**src/rtl/mult4x4_seq_ctrl.sv**
```systemverilog
// -----------------------------------------------------------------------------
// mult4x4_seq_ctrl
//
// Sequencing controller for a 4x4 multiplier built around one shared 2x2
// multiplier. It loads the split operand registers, then walks the four
// hi/lo partial products. For each one it drives the operand-half selects,
// the partial-product shift amount and the accumulate strobe. The block
// contains no arithmetic.
//
// Parameters:
//   WAIT_CYCLES  idle cycles after each accumulate pulse (0..7), default 0
//
// Ports:
//   clk_i      system clock, rising edge
//   rst_i      synchronous, active-high reset
//   start_i    start request, sampled in IDLE and DONE
//   abort_i    abort request (present only with MULT_SEQ_ABORT_EN)
//   ld_in_o    load enable for both split operand registers
//   acc_clr_o  clear product accumulator
//   acc_ld_o   accumulate shifted partial product
//   sel_a_o    operand-A half select (0 = bits [1:0], 1 = bits [3:2])
//   sel_b_o    operand-B half select, same encoding
//   shamt_o    partial-product left shift: 0, 2 or 4
//   busy_o     operation in progress
//   done_o     one-cycle completion pulse
//
// Optional feature macro: MULT_SEQ_ABORT_EN adds abort_i. When abort_i is
// high in LOAD, PP or WAIT, the controller returns to IDLE without
// producing a done pulse.
//
// State  | meaning
// -------+--------------------------------------------------------------
// IDLE   | waiting for start, all outputs low
// LOAD   | load operands, clear accumulator (1 cycle)
// PP     | accumulate partial product for the current step (1 cycle)
// WAIT   | latency gap after a PP step, selects held
// DONE   | completion pulse (1 cycle), start here goes straight to LOAD
//
// All outputs are registered. Their next values are decoded from the
// next state, so each output is valid in the same cycle as its state and
// there is no combinational path from start_i to any output.
// -----------------------------------------------------------------------------
module mult4x4_seq_ctrl #(
    parameter int WAIT_CYCLES = 0
) (
    input  logic       clk_i,
    input  logic       rst_i,
    input  logic       start_i,
`ifdef MULT_SEQ_ABORT_EN
    input  logic       abort_i,
`endif
    output logic       ld_in_o,
    output logic       acc_clr_o,
    output logic       acc_ld_o,
    output logic       sel_a_o,
    output logic       sel_b_o,
    output logic [2:0] shamt_o,
    output logic       busy_o,
    output logic       done_o
);

    typedef enum logic [2:0] {
        S_IDLE,
        S_LOAD,
        S_PP,
        S_WAIT,
        S_DONE
    } state_t;

    localparam bit         HAS_WAIT  = (WAIT_CYCLES > 0);
    localparam logic [2:0] WCNT_INIT = HAS_WAIT ? 3'(WAIT_CYCLES - 1) : 3'd0;

    state_t     state_q, state_d;
    logic [1:0] step_q, step_d;
    logic [2:0] wcnt_q, wcnt_d;

    logic       ld_in_d, acc_clr_d, acc_ld_d, sel_a_d, sel_b_d, busy_d, done_d;
    logic [2:0] shamt_d;

    logic       abort_w;

`ifdef MULT_SEQ_ABORT_EN
    assign abort_w = abort_i;
`else
    assign abort_w = 1'b0;
`endif

    // Next-state logic
    always_comb begin
        state_d = state_q;
        step_d  = step_q;
        wcnt_d  = wcnt_q;

        unique case (state_q)
            S_IDLE: begin
                if (start_i) state_d = S_LOAD;
            end
            S_LOAD: begin
                step_d  = 2'd0;
                wcnt_d  = 3'd0;
                state_d = S_PP;
            end
            S_PP: begin
                if (HAS_WAIT) begin
                    wcnt_d  = WCNT_INIT;
                    state_d = S_WAIT;
                end else if (step_q == 2'd3) begin
                    state_d = S_DONE;
                end else begin
                    step_d  = step_q + 2'd1;
                    state_d = S_PP;
                end
            end
            S_WAIT: begin
                if (wcnt_q == 3'd0) begin
                    if (step_q == 2'd3) begin
                        state_d = S_DONE;
                    end else begin
                        step_d  = step_q + 2'd1;
                        state_d = S_PP;
                    end
                end else begin
                    wcnt_d = wcnt_q - 3'd1;
                end
            end
            S_DONE: begin
                state_d = start_i ? S_LOAD : S_IDLE;
            end
            default: begin
                state_d = S_IDLE;
            end
        endcase

        // Abort only applies while an operation is running; in DONE,
        // start keeps control.
        if (abort_w && (state_q == S_LOAD || state_q == S_PP || state_q == S_WAIT)) begin
            state_d = S_IDLE;
        end
    end

    // Output decode from the next state. WAIT reuses the PP step, so the
    // selects and the shift stay stable across the wait gap.
    always_comb begin
        ld_in_d   = 1'b0;
        acc_clr_d = 1'b0;
        acc_ld_d  = 1'b0;
        sel_a_d   = 1'b0;
        sel_b_d   = 1'b0;
        shamt_d   = 3'd0;
        busy_d    = 1'b0;
        done_d    = 1'b0;

        unique case (state_d)
            S_LOAD: begin
                ld_in_d   = 1'b1;
                acc_clr_d = 1'b1;
                busy_d    = 1'b1;
            end
            S_PP, S_WAIT: begin
                acc_ld_d = (state_d == S_PP);
                busy_d   = 1'b1;
                sel_a_d  = step_d[1];
                sel_b_d  = step_d[0];
                // shamt = 2*(sel_a + sel_b): 0, 2, 2, 4
                shamt_d  = {step_d[1] & step_d[0], step_d[1] ^ step_d[0], 1'b0};
            end
            S_DONE: begin
                done_d = 1'b1;
            end
            default: begin
            end
        endcase
    end

    always_ff @(posedge clk_i) begin
        if (rst_i) begin
            state_q   <= S_IDLE;
            step_q    <= 2'd0;
            wcnt_q    <= 3'd0;
            ld_in_o   <= 1'b0;
            acc_clr_o <= 1'b0;
            acc_ld_o  <= 1'b0;
            sel_a_o   <= 1'b0;
            sel_b_o   <= 1'b0;
            shamt_o   <= 3'd0;
            busy_o    <= 1'b0;
            done_o    <= 1'b0;
        end else begin
            state_q   <= state_d;
            step_q    <= step_d;
            wcnt_q    <= wcnt_d;
            ld_in_o   <= ld_in_d;
            acc_clr_o <= acc_clr_d;
            acc_ld_o  <= acc_ld_d;
            sel_a_o   <= sel_a_d;
            sel_b_o   <= sel_b_d;
            shamt_o   <= shamt_d;
            busy_o    <= busy_d;
            done_o    <= done_d;
        end
    end

endmodule
```
**config.mk**
```make
export PLATFORM = sky130hd
export DESIGN_NAME = mult4x4_seq_ctrl
export DESIGN_NICKNAME = d
export VERILOG_FILES = /design/src/rtl/mult4x4_seq_ctrl.sv
export SDC_FILE = /design/constraint.sdc
export NUM_CORES = 1
export LEC_CHECK = 0
export ABC_CLOCK_PERIOD_IN_PS = 1600
export CAP_MARGIN = 10
export CELL_PAD_IN_SITES_DETAIL_PLACEMENT = 0
export CELL_PAD_IN_SITES_GLOBAL_PLACEMENT = 2
export CORE_UTILIZATION = 26
export CTS_CLUSTER_DIAMETER = 50
export DETAILED_ROUTE_END_ITERATION = 12
export PLACE_DENSITY_LB_ADDON = 0.08
export SLEW_MARGIN = 25
export SYNTH_ARGS = -nofsm -noshare
export SYNTH_HDL_FRONTEND = slang
export SYNTH_SLANG_ARGS = --single-unit
```
**constraint.sdc**
```tcl
create_clock -name clk_i -period 1.6 [get_ports clk_i]
set_input_delay 0.32 -clock clk_i [delete_from_list [all_inputs] [get_ports clk_i]]
set_output_delay 0.32 -clock clk_i [all_outputs]
set_load 0.005 [all_outputs]
```
Word-level counts from Yosys, hierarchy flattened

Index checks and enable logic that the tools add are counted.

Register bits after elaboration: 17
Bits of input ports: 3
Output and inout port bits: 10
Logic and storage cells: 46

Add/subtract/negate cells: 2
Equality and inequality tests: 10
Muxes and demuxes: 13
Bitwise operators: 3
Reductions and logical operators: 7

Operators by type and width:

| operator            | count |
|---|---|
| $pmux 3 s5          | 1 |
| $eq 3x2->1 const B  | 4 |
| $mux 3              | 4 |
| $eq 3x1->1 const B  | 2 |
| $eq 3x3->1 const B  | 2 |
| $logic_not 3->1     | 2 |
| $pmux 2 s3          | 1 |
| $pmux 3 s2          | 1 |
| $mux 1              | 4 |
| $mux 2              | 2 |
| $reduce_or 2->1     | 2 |
| $reduce_or 3->1     | 1 |
| $sub 3x1->3 const B | 1 |
| $add 2x1->2 const B | 1 |
| $eq 2x2->1 const B  | 1 |
| $ne 2x2->1 const B  | 1 |
| $reduce_and 2->1    | 1 |
| $reduce_bool 2->1   | 1 |
| $and 1x1->1         | 1 |
| $not 1->1           | 1 |
| $xor 1x1->1         | 1 |

Longest topological paths before layout

Gate-level depths: netlist of run 1.

Depth after elaboration: 8
Gate-level depth with buffers: 9
Gate-level depth less buffers: 9

Worst setup path after synthesis of run 1

OpenSTA, ideal clock, no wires.

Kind: register -> register
Start point: register wcnt_q[0]
End point: register shamt_o[1]
Setup time: 126 ps
Data arrival time: 1,612 ps
Required time: 1,474 ps
Path slack: -137 ps
Cell stages (with the launch flop): 10
Buffers on the path: 0
Clock period less this slack: 1,737 ps
Cell sequence: dfxtp_1 -> inv_1 -> ha_1 -> ha_1 -> nand2b_1 -> a21oi_1 -> nor3_1 -> ha_1 -> inv_1 -> nor2_1

Elaborated cells between the ends (all ways): 11
Those cells by class: 2 x eq/ne; 4 x mux; 2 x bitwise; 3 x reduce/logical

RTL lines:

| element                | RTL line | RTL |
|---|---|---|
| from (decl)            | 75       | `logic [2:0] wcnt_q, wcnt_d;` |
| from (signal assigned) | 191      | `wcnt_q <= wcnt_d;` |
| $logic_not 3->1        | 115      | `if (wcnt_q == 3'd0) begin` |
| $mux 2                 | 115      |  |
| $pmux 2 s3             | 94       | `unique case (state_q)` |
| net step_d[0]          | 74       | `logic [1:0] step_q, step_d;` |
| $xor 1x1->1            | 165      | `shamt_d = {step_d[1] & step_d[0], step_d[1] ^ step_d[0], 1'b0};` |
| to (signal assigned)   | 197      | `shamt_o <= shamt_d;` |
| to (decl)              | 57       | `output logic [2:0] shamt_o,` |

The timed path passes the listed nets, and every way through them passes these cells.
A chain may end at the register's enable or synchronous reset.

Final worst setup path of run 1

Ends and elaborated chain as after synthesis.

==> results_dict.tcl, run 1 <==
set metrics [dict create \
    gp_congestion 0.728 \
    ant_nets 0 \
    whs_ps 476 \
    cts_tree "built" \
    outcome "finished, final reports clean" \
    drc_errors 0 \
    core_area_mm2 0.00248 \
    fin_skew_ps 3.62 \
    grt_max_degree 10 \
    numCtsBuffers 3 \
    grt_overflow_total 0 \
    total_power_uw 812 \
    cp.buffers_inverters 2 \
    critPathLaunch "wcnt_q[0]$_SDFFE_PP0P_" \
    cpLargestDelayFamily "adder cells" \
    synthXorXnorAreaFrac_pct 0 \
    die_height_um 53.4 \
    grt_pass1_vias 582 \
    worst-setup-path-type "register to register" \
    die-area_mm2 0.00285 \
    antenna_found_initial 0 \
    period_share_pct 97.2 \
    synth_top_area_cell "dfxtp_1" \
    worstPathMaxFanout 4 \
    path_clk_slew_ps 100 \
    post-place-ws_ps -49.7 \
    worstSetupEndpointType "register" \
    synth_compound_area_share_pct 16.1 \
    synth-edff-count 0 \
    yosys_warnings 0 \
    die_w_um 53.4 \
    synth_fp_nets 79 \
    setup_viol 0 \
    fin_crit_ps 1560 \
    rows 18 \
    crit_required_ps 1780 \
    vias 572 \
    rsz0062_at_grt "yes" \
    ys_ff_latch 16 \
    cts.htree.levels 1 \
    rr_startpoint "wcnt_q[0]$_SDFFE_PP0P_" \
    worst_setup_path_start_kind "register" \
    clk_latency_ps 290 \
    vdd_drop_max_uv 346 \
    wl_per_cell_um 11.3 \
    cts_max_path_buffers 2 \
    dr.pass1.iters 4 \
    leakage_uw 0.000393 \
    area_growth_syn_to_layout_pct 46.9 \
    maxSlewViolCount 0 \
    io_pins 13 \
    async_reset_ff_share_pct 0 \
    ys.flop_type "dfxtp_1" \
    cpMostUsedCell "ha_4" \
    via_per_inst 4.54 \
    cts_root_buf "clkbuf_4" \
    ys_top_cells_by_area "dfxtp_1, ha_1, a21oi_1, inv_1, nor2_1" \
    drive_above_1_share_pct 34.4 \
    grt_pass1_wl_um 2640 \
    cts_sinks 16 \
    synthSimpleGateAreaFrac_pct 22.1 \
    dp_hpwl_um 1080 \
    worstPathCellList "inv_2 > ha_4 > ha_4 > mux2i_4 > nor4b_4 > nor3_2 > ha_1 > inv_1 > nor2_1" \
    synth_top_family_by_area "simple AND/OR/NAND/NOR gates" \
    syn_area_per_cell_um2 9.39 \
    start_util_pct 27.7 \
    synthCells 73 \
    slowest_stage "dfxtp_2" \
    synth_cell_types 30 \
    wl_um 1430 \
    final_util_pct 40.7 \
    worstHoldStart "wcnt_q[2]$_SDFFE_PP0P_" \
    synth-seq-area-share_pct 46.7 \
    syn_area_um2 686 \
    synthAdderAreaFrac_pct 5.47 \
    port_buffers 11 \
    insertedDiodeCount 0 \
    synth_top_area_share_pct 46.7 \
    min_path_type "register to register" \
    nets 103 \
    drtIter0Drc 4 \
    slowest_delay_ps 330 \
    max_freq_mhz 643 \
    drv_cap 0 \
    grt_usage_pct 13.4 \
    setup_slack_ps 45.0 \
    synth.area.mux_share_pct 1.46 \
    cp_data_arrival_time_ps 1740 \
    hold_viol 0 \
    power_per_cell_area_mw_per_mm2 806 \
]
[cell type report]
| cell class | count | area (um^2) |
|---|---|---|
| Timing Repair Buffer | 22 | 193 |
| Fill cell | 259 | 1470 |
| Clock buffer | 4 | 36.3 |
| Inverter | 9 | 33.8 |
| Multi-Input combinational cell | 45 | 384 |
| Sequential cell | 16 | 323 |
| Tap cell | 30 | 37.5 |
[worst register-to-register path: cells and delay by family, from the launching register on]
| kind | cells | cell delay, ps |
|---|---|---|
| buffers and inverters | 2 | 120 |
| and+or+nand+nor | 3 | 370 |
| muxes | 1 | 70 |
| DFF | 1 | 330 |
| adders and majority gates | 3 | 550 |
[per-stage QoR]
stage	cell area [um^2]	setup TNS, ps	cells
after floorplan	727	0	73
after global placement	931	-47.7	121
after detailed placement	931	-49.7	121
after CTS	988	0	125
after global routing	1010	-77.9	126
final	1010	0	126
[state kept, by name, summed over array words and instances, names as in the netlist]
register and flops:
state_q 3, wcnt_q 3, shamt_o 2, step_q 2, acc_clr_o 1, acc_ld_o 1
busy_o 1, done_o 1, sel_a_o 1, sel_b_o 1
[cells in the final DEF, fill, tap and decap left out]
cell type / n
a21oi_4: 1
nor4_1: 1
nor4b_4: 1
a21oi_1: 5
inv_1: 6
nand2b_1: 3
o21ai_1: 2
ha_4: 2
nor2_1: 8
nand2b_4: 1
ha_1: 1
buf_4: 11
a31o_1: 1
and3b_1: 1
dfxtp_1: 14
and3_1: 1
o22ai_1: 1
nor2b_1: 1
clkdlybuf4s50_1: 11
a21boi_1: 1
clkbuf_8: 1
and2_1: 1
a21oi_2: 1
dfxtp_2: 2
o2bb2ai_2: 1
clkbuf_4: 3
conb_1: 1
and4bb_2: 1
mux2i_4: 1
inv_2: 3
a21boi_2: 1
o21ai_0: 2
nor3_2: 1
nor4_2: 1
nand2_1: 1
nand3_1: 1
o211ai_2: 1
[cells by family after synthesis]
group                      Yosys count
AOI/OAI and AO/OA                   17
adders and majority gates            3
buffers and inverters               12
DFF                                 16
muxes                                1
other                                1
and+or+nand+nor                     23
[timing repair]
action / CTS / global route
resized for setup: 3 / 4
endpoints found under the setup margin: 1 / 8
hold buffers: 0 / 0
buffers inserted: 0 / 1
pin swaps: 1 / 1
[power by group]
group | switching [uW] | leakage [uW] | internal (uW)
Clock | 134 | 0.0000210 | 139
Combinational | 49.6 | 0.000241 | 64.7
Sequential | 12.6 | 0.000131 | 412
Total | 196 | 0.000393 | 615
[Yosys cell counts, types with 2 or more instances]
cell      number
dfxtp_1       16
a21boi_1       2
o21ai_1        2
inv_1          8
nand2b_1       4
ha_1           3
a21oi_1        6
o21ai_0        2
buf_4          2
nor2_1         8
[final timing paths]
kind	endpoint	slack, ps	depth (start not counted)
worst min-delay path	wcnt_q[2]$_SDFFE_PP0P_	480	2
worst max-delay path	shamt_o[1]$_SDFF_PP0_	40	9
worst max register to register	shamt_o[1]$_SDFF_PP0_	40	9
worst min register to register	wcnt_q[2]$_SDFFE_PP0P_	480	2
[metal layers]
metal	share of wire, %	vias to the layer above	global-route usage (%)
met3	2.8	4	3.45
met4	2.0	0	7.89
met2	47	8	18.8
met5	0	-	0
li1	-	290	-
met1	48	270	18.0
Power figures use the tool's default switching activity.
==> run 2: changes to the inputs <==
--- a/config.mk
+++ b/config.mk
@@ -5,7 +5,6 @@
 export SDC_FILE = /design/constraint.sdc
 export NUM_CORES = 1
 export LEC_CHECK = 0
-export ABC_CLOCK_PERIOD_IN_PS = 1600
 export CAP_MARGIN = 10
 export CELL_PAD_IN_SITES_DETAIL_PLACEMENT = 0
 export CELL_PAD_IN_SITES_GLOBAL_PLACEMENT = 2
==> results of run 2 <==
Same layout as run 1: the final DEF is identical, and so are final timing and power.
==> run 3: changes to the inputs <==
--- a/config.mk
+++ b/config.mk
@@ -11,7 +11,7 @@
 export CORE_UTILIZATION = 26
 export CTS_CLUSTER_DIAMETER = 50
 export DETAILED_ROUTE_END_ITERATION = 12
-export PLACE_DENSITY_LB_ADDON = 0.08
+export PLACE_DENSITY_LB_ADDON = 0.1
 export SLEW_MARGIN = 25
 export SYNTH_ARGS = -nofsm -noshare
 export SYNTH_HDL_FRONTEND = slang
==> run 3 against run 2 <==
- clock skew is 2.0 ps higher
- worst setup slack worse by 39 ps
- power is 7.0% lower
- cell count is 0.79% lower
- core utilization stayed put
- first-iteration DRC count is 75% lower
- register-to-register slack worse by 40 ps
- design area stayed put
- critical endpoint unchanged
==> results_dict.tcl, run 3 (synthesized netlist as in run 1, its figures left out) <==
set metrics [dict create \
    outcome "finished, final reports clean" \
    ant_nets 0 \
    path_clk_slew_ps 100 \
    die_w_um 53.4 \
    wl_um 1390 \
    period_share_pct 99.6 \
    setup_viol 0 \
    top_layer "met4" \
    multi_input_area_um2 398 \
    min_path_type "register to register" \
    start_util_pct 27.7 \
    io_pins 13 \
    placed_cell_area_um2 931 \
    worstPathCellList "inv_2 > ha_4 > ha_4 > mux2i_4 > nor4b_4 > nor3_2 > ha_1 > inv_1 > nor2_1" \
    cts_root_buf "clkbuf_4" \
    via_per_inst 4.43 \
    drv_cap 0 \
    cp_data_arrival_time_ps 1760 \
    die_height_um 53.4 \
    port_buffers 11 \
    grt_usage_pct 12.9 \
    antenna_found_initial 0 \
    cts_tree "built" \
    grt_pass1_wl_um 2510 \
    crit_required_ps 1770 \
    fin_area_mm2 0.00101 \
    drtIter0Drc 1 \
    clk_latency_ps 280 \
    n_fill_cell 264 \
    dr.pass1.iters 2 \
    drc_errors 0 \
    grt_pass1_vias 558 \
    numCtsBuffers 3 \
    final_common_cell "dfxtp_1" \
    fin_skew_ps 5.66 \
    most-common-layout-cells "dfxtp_1, clkdlybuf4s50_1, buf_4" \
    worst-setup-path-type "register to register" \
    nets 103 \
    top_regs "state_q x3, wcnt_q x3" \
    leakage_uw 0.000382 \
    critPathLaunch "wcnt_q[0]$_SDFFE_PP0P_" \
    worstPathMaxFanout 4 \
    worstHoldStart "wcnt_q[2]$_SDFFE_PP0P_" \
    die-area_mm2 0.00285 \
    slowest_delay_ps 340 \
    vdd_drop_max_uv 415 \
    register_area_um2 323 \
    route.met2.wl_um 615 \
    area_growth_syn_to_layout_pct 46.9 \
    worstSetupEndpointType "register" \
    ctsHoldBuffers 0 \
    final_util_pct 40.7 \
    fin_crit_ps 1590 \
    dp_hpwl_um 1090 \
    max_freq_mhz 627 \
    cts.htree.levels 1 \
    met3WireLength_um 48 \
    slowest_stage "dfxtp_2" \
    hold_viol 0 \
    vias 554 \
    wl_met1_um 690 \
    cts_sinks 16 \
    rows 18 \
    power_per_cell_area_mw_per_mm2 750 \
    gp_congestion 0.713 \
    rsz0062_at_grt "yes" \
    cpMostUsedCell "ha_4" \
    maxSlewViolCount 0 \
    core_area_mm2 0.00248 \
    insertedDiodeCount 0 \
    rr_startpoint "wcnt_q[0]$_SDFFE_PP0P_" \
    worst_setup_path_start_kind "register" \
    drive_above_1_share_pct 32.6 \
    wl_per_cell_um 11.1 \
    cts_max_path_buffers 2 \
    grt_max_degree 9 \
    grt_overflow_total 0 \
]
run 3: cell types whose count changed in the layout (fill, tap and decap cells not counted):
cell	previous run	this run
o211ai_2	1	0
nor4_4	0	1
o2bb2ai_1	0	1
clkbuf_8	1	0
a21boi_1	1	2
nor4_1	1	0
o2bb2ai_2	1	0
o211ai_4	0	1
a21boi_2	1	0
run 3: worst max-delay path: cells and delay by family (launching register included):
family,cells,cell delay [ps]
and+or+nand+nor,3,380
adders and majority gates,3,550
muxes,1,80
DFF,1,340
buffers and inverters,2,120
run 3: per-stage QoR:
stage	total power (uW)	setup TNS (ps)	setup slack, ps	hold slack [ps]	instances
3_3_place_gp	539	-20.2	-20.2	460	121
5_1_grt	798	-157	-106	518	125
2_1_floorplan	488	0	9.21	450	73
3_5_place_dp	538	-42.0	-42.0	465	121
4_1_cts	757	0	7.68	482	124
6_report	755	0	6.32	482	125
run 3: final timing paths:
kind / cells after the start / to / slack (ps)
min reg2reg: 2 / wcnt_q[2]$_SDFFE_PP0P_ / 480
min: 2 / wcnt_q[2]$_SDFFE_PP0P_ / 480
max: 9 / shamt_o[1]$_SDFF_PP0_ / 6
max reg2reg: 9 / shamt_o[1]$_SDFF_PP0_ / 6
run 3: cell type report:
class	instances	area share (%)
Multi-Input combinational cell	45	39.5
Sequential cell	16	32.0
Timing Repair Buffer	22	19.1
Tap cell	30	3.73
Inverter	9	3.35
Clock buffer	3	2.24
run 3: power breakdown:
| group | internal, uW | leakage, uW | switching, uW |
|---|---|---|---|
| logic | 66.1 | 0.000237 | 51.7 |
| registers | 412 | 0.000131 | 12.5 |
| clock network | 87.3 | 0.0000138 | 125 |
| total | 565 | 0.000382 | 190 |
run 3: per-layer routing:
layer | GRT usage, % | vias up
li1 | - | 289
met4 | 9.21 | 0
met5 | 0 | -
met1 | 16.2 | 252
met3 | 3.74 | 4
met2 | 18.5 | 9
run 3: timing repair:
item | in CTS | in global routing
endpoints found under the setup margin | 1 | 6
cloned | 0 | 0
setup buffers | 0 | 1
gates resized for setup | 1 | 7
pin swaps | 2 | 4
